**src/rtl/display_pkg.sv**
```systemverilog
`default_nettype none
// ============================================================================
//  Module   : display_pkg
//  Purpose  : Shared types and constants for the floor_display seven-segment
//             driver: segment encodings, the digit-to-segment table, the
//             converter FSM state type and a BCD sizing helper.
//  Revision : 1.0 - initial release
// ============================================================================
package display_pkg;

    typedef logic [3:0] bcd_digit_t;
    typedef logic [6:0] seg_t;

    typedef enum logic [1:0] {
        IDLE    = 2'd0,
        CONVERT = 2'd1,
        UPDATE  = 2'd2
    } disp_state_t;

    // Active-low segments, bit order g..a.
    localparam seg_t SEG_BLANK = 7'b111_1111;
    localparam seg_t SEG_DASH  = 7'b011_1111;

    localparam seg_t SEG_TABLE [10] = '{
        7'b100_0000,  // 0
        7'b111_1001,  // 1
        7'b010_0100,  // 2
        7'b011_0000,  // 3
        7'b001_1001,  // 4
        7'b001_0010,  // 5
        7'b000_0010,  // 6
        7'b111_1000,  // 7
        7'b000_0000,  // 8
        7'b001_0000   // 9
    };

    // Number of BCD nibbles needed for a value_w-bit binary number:
    // ceil(value_w*log10(2) + 1), which for value_w >= 1 is
    // floor(value_w*log10(2)) + 2. Never fewer than the displayed digits.
    function automatic int bcd_digits(input int value_w, input int num_digits);
        int n;
        n = (value_w * 30103) / 100000 + 2;
        if (n < num_digits) begin
            n = num_digits;
        end
        return n;
    endfunction

endpackage
`default_nettype wire

```
**src/rtl/seg7_decode.sv**
```systemverilog
`default_nettype none
// ============================================================================
//  Module   : seg7_decode
//  Purpose  : Combinational BCD digit to active-low seven-segment decode.
//             Nibbles above 9 decode to a blank digit.
//  Ports    : i_digit - BCD digit in
//             o_seg   - segments out, active-low, bit order g..a
//  Revision : 1.0 - initial release
// ============================================================================
module seg7_decode
    import display_pkg::*;
(
    input  logic [3:0] i_digit,
    output logic [6:0] o_seg
);

    always_comb begin
        o_seg = SEG_BLANK;
        if (i_digit <= 4'd9) begin
            o_seg = SEG_TABLE[i_digit];
        end
    end

endmodule
`default_nettype wire

```
**src/rtl/floor_display.sv**
```systemverilog
`default_nettype none
// ============================================================================
//  Module   : floor_display
//  Purpose  : Multi-digit seven-segment driver. Accepts a binary value over a
//             valid/ready handshake, converts it to BCD with a sequential
//             double-dabble engine (one bit per cycle), then registers the
//             segment outputs with leading-zero blanking and overflow dashes.
//  Ports    : clk, reset     - clock, synchronous active-high reset
//             value_in       - binary value to display
//             value_valid    - value_in valid this cycle
//             value_ready    - block can accept a new value
//             moving         - blink request (blink build only)
//             hex_out        - NUM_DIGITS x 7 active-low segments, digit 0 low
//             overflow       - last accepted value exceeds NUM_DIGITS digits
//  Options  : FLOOR_DISPLAY_BLINK_EN - enables the moving-blink prescaler
//  Revision : 1.0 - initial release
// ============================================================================
module floor_display
    import display_pkg::*;
#(
    parameter int NUM_DIGITS    = 2,
    parameter int VALUE_W       = 8,
    parameter int BLANK_LEADING = 1,
    parameter int BLINK_DIV     = 25_000_000
)(
    input  logic                    clk,
    input  logic                    reset,
    input  logic [VALUE_W-1:0]      value_in,
    input  logic                    value_valid,
    output logic                    value_ready,
    input  logic                    moving,
    output logic [NUM_DIGITS*7-1:0] hex_out,
    output logic                    overflow
);

    localparam int BCD_DIGITS = bcd_digits(VALUE_W, NUM_DIGITS);
    localparam int BCD_W      = 4 * BCD_DIGITS;
    localparam int CNT_W      = $clog2(VALUE_W + 1);

    disp_state_t             r_state;
    logic [BCD_W-1:0]        r_bcd;
    logic [VALUE_W-1:0]      r_shreg;
    logic [CNT_W-1:0]        r_cnt;
    logic                    r_ready;
    logic [NUM_DIGITS*7-1:0] r_hex;
    logic                    r_ovf;

    logic [BCD_W-1:0]        w_bcd_adj;
    logic [BCD_W-1:0]        w_bcd_next;
    logic [VALUE_W-1:0]      w_shreg_next;
    logic                    w_ovf;
    logic                    w_seen;
    logic [NUM_DIGITS-1:0]   w_blank;
    logic [6:0]              w_seg [NUM_DIGITS];

    // Double-dabble step: add 3 to every nibble >= 5, then shift left.
    always_comb begin
        w_bcd_adj = r_bcd;
        for (int i = 0; i < BCD_DIGITS; i++) begin
            if (r_bcd[4*i +: 4] >= 4'd5) begin
                w_bcd_adj[4*i +: 4] = r_bcd[4*i +: 4] + 4'd3;
            end
        end
    end

    assign {w_bcd_next, w_shreg_next} = {w_bcd_adj, r_shreg} << 1;

    // Overflow from nibbles beyond the display, and leading-zero blanking
    // scanning from the most significant displayed digit downward.
    always_comb begin
        w_ovf   = 1'b0;
        w_seen  = 1'b0;
        w_blank = '0;
        for (int i = NUM_DIGITS; i < BCD_DIGITS; i++) begin
            if (r_bcd[4*i +: 4] != 4'd0) begin
                w_ovf = 1'b1;
            end
        end
        for (int i = NUM_DIGITS - 1; i >= 0; i--) begin
            if (r_bcd[4*i +: 4] != 4'd0) begin
                w_seen = 1'b1;
            end
            w_blank[i] = (BLANK_LEADING != 0) && !w_seen && (i != 0);
        end
    end

    for (genvar g = 0; g < NUM_DIGITS; g++) begin : g_digit
        seg7_decode u_dec (
            .i_digit (r_bcd[4*g +: 4]),
            .o_seg   (w_seg[g])
        );
    end

    always_ff @(posedge clk) begin
        if (reset) begin
            r_state <= IDLE;
            r_ready <= 1'b1;
            r_bcd   <= '0;
            r_shreg <= '0;
            r_cnt   <= '0;
            r_hex   <= {NUM_DIGITS{SEG_BLANK}};
            r_ovf   <= 1'b0;
        end else begin
            case (r_state)
                IDLE: begin
                    if (value_valid && r_ready) begin
                        r_shreg <= value_in;
                        r_bcd   <= '0;
                        r_cnt   <= CNT_W'(VALUE_W);
                        r_ready <= 1'b0;
                        r_state <= CONVERT;
                    end
                end
                CONVERT: begin
                    r_bcd   <= w_bcd_next;
                    r_shreg <= w_shreg_next;
                    r_cnt   <= r_cnt - 1'b1;
                    if (r_cnt == CNT_W'(1)) begin
                        r_state <= UPDATE;
                    end
                end
                UPDATE: begin
                    for (int i = 0; i < NUM_DIGITS; i++) begin
                        if (w_ovf) begin
                            r_hex[7*i +: 7] <= SEG_DASH;
                        end else if (w_blank[i]) begin
                            r_hex[7*i +: 7] <= SEG_BLANK;
                        end else begin
                            r_hex[7*i +: 7] <= w_seg[i];
                        end
                    end
                    r_ovf   <= w_ovf;
                    r_ready <= 1'b1;
                    r_state <= IDLE;
                end
                default: begin
                    r_ready <= 1'b1;
                    r_state <= IDLE;
                end
            endcase
        end
    end

    assign value_ready = r_ready;
    assign overflow    = r_ovf;

`ifdef FLOOR_DISPLAY_BLINK_EN
    localparam int PRESC_W = (BLINK_DIV > 1) ? $clog2(BLINK_DIV) : 1;

    logic [PRESC_W-1:0] r_presc;
    logic               r_phase;

    always_ff @(posedge clk) begin
        if (reset) begin
            r_presc <= '0;
            r_phase <= 1'b0;
        end else if (r_presc == PRESC_W'(BLINK_DIV - 1)) begin
            r_presc <= '0;
            r_phase <= ~r_phase;
        end else begin
            r_presc <= r_presc + 1'b1;
        end
    end

    // Blanking only masks the output; r_hex keeps the value underneath.
    assign hex_out = (moving && r_phase) ? {NUM_DIGITS{SEG_BLANK}} : r_hex;
`else
    localparam int c_blink_div_unused = BLINK_DIV;
    logic w_unused_moving;
    assign w_unused_moving = moving;
    assign hex_out = r_hex;
`endif

endmodule
`default_nettype wire
```
**config.mk**
```make
export PLATFORM = sky130hd
export DESIGN_NAME = floor_display
export DESIGN_NICKNAME = d
export VERILOG_FILES = /design/src/rtl/display_pkg.sv /design/src/rtl/seg7_decode.sv /design/src/rtl/floor_display.sv
export SDC_FILE = /design/constraint.sdc
export NUM_CORES = 1
export LEC_CHECK = 0
export ABC_CLOCK_PERIOD_IN_PS = 3600
export CORE_MARGIN = 3
export CORE_UTILIZATION = 48
export CTS_CLUSTER_DIAMETER = 120
export DETAILED_ROUTE_END_ITERATION = 8
export GPL_ROUTABILITY_DRIVEN = 0
export PLACE_DENSITY = 0.79
export SLEW_MARGIN = 40
export SYNTH_ARGS = -nofsm -noshare
export SYNTH_HDL_FRONTEND = slang
export SYNTH_SLANG_ARGS = --single-unit
```
**constraint.sdc**
```tcl
create_clock -name clk -period 3.6 [get_ports clk]
set_input_delay 0.54 -clock clk [delete_from_list [all_inputs] [get_ports clk]]
set_output_delay 0.54 -clock clk [all_outputs]
set_load 0.02 [all_outputs]
```
==> results.md, run 1 <==
- Yosys top cell by area: dfxtp_1
- Crit end category: register
- Skew final: 0.00992 ns
- Min Clock Period, post-route: 1.93 ns
- Power per cell area: 352 nW/um^2
- First-pass GRT wire length: 8130 um
- Unrepaired setup endpoints after global routing: no
- Critical Path RT: 3.80 ns
- Vias/cell: 5.38
- Final ANT Viol Nets: 0
- Die X: 76.9 um
- ANT cells: 0
- FF/Latch Area: 921 um^2
- Outcome: complete, no violations
- CTS tree: yes
- Via count: 1,976
- Die height: 76.9 um
- Total core area: 4790 um^2
- Mean Syn Cell Area: 8.52 um^2
- CP max stage delay: 0.53 ns
- Total GRT Usage: 16.5%
- Critical Path Source Type: primary input
- Initial Util: 50.4%
- Post-cts hold buffer count: 0
- Register area share after synthesis: 38.2%
- Die area: 5910 um^2
- Row count: 25
- Clk buf depth: 2
- Ys Warns: 0
- Crit path DAT: 2.13 ns
- Unique masters post-synth: 44
- Final wirelength: 4650 um
- Setup bufs post-CTS: 0
- Area Growth Syn to Fin: 15.1%
- Fmax: 0.517 GHz
- Hold WC Path Type: reg2reg
- GRT Residual Overflow: 0
- Most common cell on crit path: nor2_2
- Cells after Synth: 283
- Synth Area in Simple Gates: 20.4%
- Setup CP Type: in2reg
- Post-Synth Adder-Cell Area: 8.82%
- Commonest cells in the netlist: 46 x dfxtp_1, 27 x nor2_1, 24 x a21oi_1
- Nets@finish: 328
- Vias in the first global route: 1,843
- Root Driver: clkbuf_8
- Top_reg_cell synth: dfxtp_1
- Post-synthesis mux area share: 2.07%
- Port-buffer cells: 26
- Worst vdd ir: 0.280 mV
- Leak: 0.00105 uW
- Fillers: 455
- Iter 0 DRT Violations: 77
- Worst-skew pair later-pin latency: 0.30 ns
- Drt drc: 0
- Complex-gate fraction of the synthesized area: 22.8%
- Multi-input logic area: 1360 um^2
- Post-CTS Resized: 0
- Worst path cell trace: clkdlybuf4s50_1, a21oi_1, nor2_2, nor2_2, a22o_1
- Count leader, synth: dfxtp_1
- Core Util, Final: 58.0%
- CP Max Fanout: 14
- XOR/XNOR share of the synthesized area: 2.18%
- Clock sinks: 46
- CTS Buf Count: 5
- Final setup TNS: 0 ns
- Htree depth: 2
- FF+latch count, synth: 46
- Largest family of logic cells by synthesized area: compound AO/OA/AOI/OAI gates
- Post-synth top area share: 38.2%
- Synthesized Nets: 312
- Synth top area cells: dfxtp_1 38%, ha_1 8.8%, a21oi_1 5.0%
- Initial antenna violation count: 0
- Pin count of the biggest net entering global routing: 30
- Crit share post-route: 53.7%
- Layout cells sized above 1: 7.00%
- Slew headroom: 64.8%
- EDFF count, synth: 0
- Clock-pin slew on the worst setup and hold paths: 0.08 ns
- Pre-antenna DRT Iters: 4
- Final Max Tran Viols: 0
- Slowest-stage cell, CP: clkdlybuf4s50_1
- Final HPWL from detailed placement: 3230 um
- Post-Syn Area: 2410 um^2
- # setup viols final: 0
- IO Count: 28
- Max Cap Viol: 0
- WL per Instance: 12.7 um
- Fraction of registers with async set/reset: 0%
- Final hold violation count: 0
- Measured slew at the worst slew-check pin: 0.528 ns
[cells by family after synthesis]
group                    Yosys count
AND/OR/NAND/NOR                   98
AO/OA/AOI/OAI                     81
flip-flops                        46
buffers and inverters             30
adder cells (fa/ha/maj)           17
XOR/XNOR                           6
multiplexers                       5
[worst paths after layout]
path,cells past startpoint,slack (ns),startpoint,end
worst max-delay path,5,1.67,value_valid,r_bcd[13]$_SDFFE_PP0P_
worst min-delay path,2,0.49,r_shreg[1]$_SDFFE_PP0P_,r_shreg[2]$_SDFFE_PP0P_
worst max register to register,6,1.84,r_bcd[0]$_SDFFE_PP0P_,hex_out[5]$_SDFFE_PP1N_
worst min register to register,2,0.49,r_shreg[1]$_SDFFE_PP0P_,r_shreg[2]$_SDFFE_PP0P_
[layout make-up]
| type | instances | share of cell area, % |
|---|---|---|
| flip-flops and latches | 46 | 33.2 |
| repair buffers | 27 | 9.64 |
| clock inverters | 2 | 0.451 |
| multi-input cells | 207 | 49.1 |
| well taps | 67 | 3.02 |
| inverters | 12 | 1.62 |
| clock buffers | 6 | 2.97 |
[flip-flops by register name, summed over array words and instances (netlist names)]
| signal | count |
|---|---|
| hex_out | 14 |
| r_cnt | 4 |
| r_shreg | 8 |
| value_ready | 1 |
| r_bcd | 16 |
| r_state | 2 |
| overflow | 1 |
[per-layer routing]
metal  global-route usage, %  vias to the layer above  wire [um]
li1                        -                     1023          -
met1                    20.6                      904       2250
met2                    28.1                       42       2150
met3                    3.29                        7        188
met4                    5.43                        0         57
met5                       0                        -          0
[worst max-delay path: cells and delay by family]
family / cells / cell delay [ns]
AND/OR/NAND/NOR: 2 / 0.66
buffers and inverters: 1 / 0.53
AO/OA/AOI/OAI: 2 / 0.40
[power by group]
| part | internal [uW] | total (uW) | switching, uW |
|---|---|---|---|
| registers | 527 | 543 | 15.9 |
| clock network | 154 | 332 | 178 |
| logic | 42.3 | 103 | 60.6 |
[cell usage in the layout (no fill, tap or decap), types with 2 or more instances in the layout]
master	Yosys	layout
nand3_1	5	5
clkdlybuf4s50_1	0	26
nor2b_1	3	2
a21oi_1	24	24
nor3_1	18	18
ha_1	17	17
a21o_1	3	3
a311oi_1	6	6
o21bai_1	3	3
dfxtp_1	46	46
o21ai_0	14	14
nor2b_2	1	2
a22oi_1	3	3
nand3b_1	2	2
xor2_1	2	2
inv_1	12	12
mux2i_1	5	5
xnor2_1	4	4
nor2_1	27	25
a31oi_1	5	5
a22o_1	11	11
a211oi_1	4	4
clkbuf_8	0	6
nand2_1	22	22
nor2_2	2	4
nand2b_1	10	10
[through the flow]
step	setup WS, ns	area, um^2	total power, uW	hold slack (ns)	instances
after CTS	1.54	2770	982	0.488	367
after global placement	1.26	2670	653	0.467	359
after detailed placement	1.23	2670	656	0.471	359
after floorplan	2.12	2410	627	0.449	283
final	1.67	2780	978	0.486	367
after global routing	1.53	2780	1020	0.500	367
(Power assumes the default switching activity.)
==> run 2, diff against run 1 <==
- ABC_CLOCK_PERIOD_IN_PS: 3600 -> 2009
- clock period: 3.6 -> 2.01 ns (I/O delays scaled with it)
==> results.md, run 2 (synthesized netlist as in run 1, its figures left out) <==
- CP max stage delay: 0.43 ns
- Pin count of the biggest net entering global routing: 19
- Worst-skew pair later-pin latency: 0.30 ns
- Max reg flops: 16
- Worst path cell trace: inv_1, ha_1, nand2b_1, a21oi_1, mux2i_1, a22o_1
- Hold WC Path Type: reg2reg
- # setup viols final: 0
- Setup CP Type: reg2reg
- Die X: 76.9 um
- Die height: 76.9 um
- CTS Buf Count: 5
- Final HPWL from detailed placement: 3430 um
- Clock sinks: 46
- Critical Path Source Type: register
- Clock-pin slew on the worst setup and hold paths: 0.08 ns
- Skew final: 0.00387 ns
- Htree depth: 2
- Final wirelength: 4790 um
- Die area: 5910 um^2
- First-pass GRT wire length: 8320 um
- Min Clock Period, post-route: 1.73 ns
- Iter 0 DRT Violations: 109
- CTS tree: yes
- Initial Util: 50.4%
- Final setup TNS: 0 ns
- Root Driver: clkbuf_8
- CP Max Fanout: 6
- Biggest register: r_bcd
- Vias in the first global route: 1,879
- Crit share post-route: 86.1%
- Worst vdd ir: 0.332 mV
- Leak: 0.00107 uW
- Area Growth Syn to Fin: 15.9%
- Pre-antenna DRT Iters: 4
- Crit path DAT: 1.97 ns
- Measured slew at the worst slew-check pin: 0.774 ns
- Most common cell after layout, fill and taps aside: dfxtp_1
- Fmax: 0.578 GHz
- Crit end category: register
- Final Max Tran Viols: 0
- Post-cts hold buffer count: 0
- Via count: 2,051
- Clk buf depth: 2
- GRT Residual Overflow: 0
- Post-CTS Resized: 0
- ANT cells: 0
- Row count: 25
- Total core area: 4790 um^2
- Max Cap Viol: 0
- Final ANT Viol Nets: 0
- Critical Path RT: 2.25 ns
- Outcome: complete, no violations
- WL per Instance: 12.9 um
- Setup bufs post-CTS: 0
- Total GRT Usage: 16.9%
- Drt drc: 0
- Slew headroom: 48.2%
- Final Non-Filler Cells: 372
- Most frequent cells in the layout: 46 x dfxtp_1, 27 x nor2_1, 26 x clkdlybuf4s50_1
- IO Count: 28
- Final hold violation count: 0
- Port-buffer cells: 26
- Nets@finish: 334
- Slowest-stage cell, CP: dfxtp_1
- Power per cell area: 610 nW/um^2
- Layout cells sized above 1: 6.89%
- Vias/cell: 5.51
- Unrepaired setup endpoints after global routing: no
- Fillers: 459
- Initial antenna violation count: 0
- Placed Instances: 365
==> run 2: cell types whose count changed in the layout (fill, tap and decap cells not counted), sizes merged <==
cell and change:
clkinvlp -1, clkbuf +1, clkinv -1, buf +6
==> run 2: stage by stage <==
| step | area, um^2 | hold slack [ns] | power (uW) | utilization, % | setup slack [ns] |
|---|---|---|---|---|---|
| CTS | 2800 | 0.490 | 1720 | 58.4 | 0.315 |
| global placement | 2720 | 0.468 | 1180 | 56.8 | 0.0659 |
| detailed placement | 2720 | 0.476 | 1190 | 56.8 | 0.0376 |
| floorplan | 2410 | 0.449 | 1120 | - | 0.526 |
| global route | 2800 | 0.506 | 1790 | 58.4 | 0.164 |
| finish | 2800 | 0.485 | 1700 | 58.4 | 0.280 |
==> run 2: path summary, 6_finish.rpt <==
path	startpoint	to	slack, ns	cells past startpoint
worst max register to register	r_bcd[1]$_SDFFE_PP0P_	r_bcd[2]$_SDFFE_PP0P_	0.28	6
worst max-delay path	r_bcd[1]$_SDFFE_PP0P_	r_bcd[2]$_SDFFE_PP0P_	0.28	6
worst min register to register	hex_out[6]$_SDFFE_PP1N_	hex_out[6]$_SDFFE_PP1N_	0.48	2
worst min-delay path	hex_out[6]$_SDFFE_PP1N_	hex_out[6]$_SDFFE_PP1N_	0.48	2
==> run 2: final cells by class <==
class                           count  area (um^2)  share of cell area (%)
Multi-Input combinational cell    207         1360                    48.5
Clock buffer                        7         76.3                    2.73
Inverter                           12         45.0                    1.61
Sequential cell                    46          921                    32.9
Tap cell                           67         83.8                    3.00
Timing Repair Buffer               33          313                    11.2
==> run 2: critical path: cells and delay by family (launching register included) <==
kind | cells | cell delay [ns]
compound gates | 2 | 0.42
fa+ha+maj | 1 | 0.25
buf+inv | 1 | 0.13
flops | 1 | 0.43
mux | 1 | 0.27
simple gates | 1 | 0.17
==> run 2: where the power goes <==
| part | internal, uW | leakage, uW | switching [uW] |
|---|---|---|---|
| registers | 944 | 0.000374 | 28.8 |
| logic | 83.0 | 0.000656 | 110 |
| clock network | 240 | 0.0000383 | 298 |
| total | 1270 | 0.00107 | 437 |
==> run 2: metal layers <==
| layer | global-route usage, % | share of wire [%] | vias up |
|---|---|---|---|
| li1 | - | - | 1042 |
| met1 | 21.0 | 47 | 959 |
| met2 | 28.5 | 48 | 43 |
| met3 | 3.87 | 3.9 | 7 |
| met4 | 6.34 | 1.6 | 0 |
| met5 | 0 | 0 | - |
==> run 3, diff against run 2 <==
- CORE_UTILIZATION: 48 -> 55
- PLACE_DENSITY: 0.79 -> 0.88
==> results.md, run 3 (synthesized netlist as in run 1, its figures left out) <==
- Outcome: complete, no violations
- Worst vdd ir: 0.508 mV
- WL per Instance: 13.5 um
- Initial Util: 58.6%
- Met1 Track Usage GR: 23.9%
- Die area: 5220 um^2
- Total GRT Usage: 19.7%
- Final hold violation count: 0
- Critical Path RT: 2.26 ns
- Met3 usage: 3.46%
- Min Clock Period, post-route: 1.72 ns
- Crit path DAT: 1.96 ns
- IO Count: 28
- Skew final: 0.00488 ns
- Clock sinks: 46
- Clock share of power: 35.9%
- Power Internal: 1380 uW
- Worst-skew pair later-pin latency: 0.30 ns
- CTS tree: yes
- Final setup TNS: 0 ns
- Sw power: 446 uW
- Setup CP Type: in2reg
- Pin count of the biggest net entering global routing: 33
- Crit share post-route: 85.4%
- CP max stage delay: 0.60 ns
- Port-buffer cells: 26
- Post-CTS Resized: 0
- Place WS: 0.0373 ns
- Clk buf depth: 2
- Sequential share of power: 53.3%
- Pre-antenna DRT Iters: 4
- Area Growth Syn to Fin: 16.6%
- Root Driver: clkbuf_8
- Htree depth: 2
- ANT cells: 0
- CP Max Fanout: 11
- Placement-stage cell area: 2700 um^2
- Post-cts hold buffer count: 0
- Power per cell area: 648 nW/um^2
- Critical path's top delay family: simple AND/OR/NAND/NOR gates
- Max reg flops: 16
- Leak: 0.00109 uW
- Die height: 72.2 um
- CTS Buf Count: 5
- Worst path cell trace: clkdlybuf4s50_1, a21oi_1, nor2_2, nor2_1, a22o_1
- Row count: 23
- Layout cells sized above 1: 7.54%
- Iter 0 DRT Violations: 142
- First-pass GRT wire length: 8200 um
- Clock-pin slew on the worst setup and hold paths: 0.08 ns
- Via count: 2,040
- Vias in the first global route: 1,914
- Sw Share: 24.5%
- Busiest grt layer: met2
- Gate power share: 10.8%
- Core Util, Final: 68.3%
- Die X: 72.2 um
- Total core area: 4120 um^2
- Final ANT Viol Nets: 0
- Vias/cell: 5.75
- Hold WC Path Type: reg2reg
- Final Cell Area: 2810 um^2
- Setup ws final: 0.294 ns
- Most common cell after layout, fill and taps aside: dfxtp_1
- Critical Path Source Type: primary input
- Final wirelength: 4800 um
- Nets@finish: 333
- Measured slew at the worst slew-check pin: 0.775 ns
- Most frequent cells in the layout: 46 x dfxtp_1, 27 x nor2_1, 26 x clkdlybuf4s50_1
- Slew headroom: 48.1%
- Final HPWL from detailed placement: 3380 um
- GRT Residual Overflow: 0
- Fmax: 0.583 GHz
- Slowest-stage cell, CP: nor2_1
- Unrepaired setup endpoints after global routing: no
- Worst path bufs/invs: 1
- Drt drc: 0
- Crit end category: register
- Biggest register: r_bcd
- Worst Hold Slack: 0.478 ns
- Final Max Tran Viols: 0
- Initial antenna violation count: 0
- Max Cap Viol: 0
- Grt met2 use: 33.2%
- # setup viols final: 0
- Setup bufs post-CTS: 0
[run 3: worst min-delay path: cells and delay by family, from the launching register on]
kind             cells  cell delay [ns]
flip-flops           1             0.32
AO/OA/AOI/OAI        1             0.07
AND/OR/NAND/NOR      1             0.05
[run 3: area by class of cell]
cell class,instances,area [um^2]
clock buffer,8,110
tap,50,62.6
sequential,46,921
multi-input combinational,207,1360
inverter,12,45.0
fill,347,1300
timing repair buffer,32,318
[run 3: final timing paths]
| kind | from | cells past startpoint | slack, ns | end |
|---|---|---|---|---|
| worst min-delay path | r_shreg[1]$_SDFFE_PP0P_ | 2 | 0.48 | r_shreg[2]$_SDFFE_PP0P_ |
| worst max register to register | r_bcd[1]$_SDFFE_PP0P_ | 6 | 0.36 | hex_out[0]$_SDFFE_PP1N_ |
| worst max-delay path | value_valid | 5 | 0.29 | r_bcd[8]$_SDFFE_PP0P_ |
| worst min register to register | r_shreg[1]$_SDFFE_PP0P_ | 2 | 0.48 | r_shreg[2]$_SDFFE_PP0P_ |
[run 3: power by group through the flow]
stage	logic [uW]	clock network, uW	registers, uW
finish	197	654	972
global route	219	699	976
CTS	198	671	971
detailed placement	197	0	992
global placement	190	0	991
floorplan	135	0	988
[run 3: routing by layer]
metal	part of all wire (%)	wire length, um	vias up
met4	2.3	110	0
met5	0	0	-
li1	-	-	1037
met2	48	2310	63
met1	44	2120	931
met3	5.4	259	9
[run 3: through the flow]
step	power, uW	cells
2_1_floorplan	1120	283
3_3_place_gp	1180	347
3_5_place_dp	1190	347
4_1_cts	1840	355
5_1_grt	1890	355
6_report	1820	355
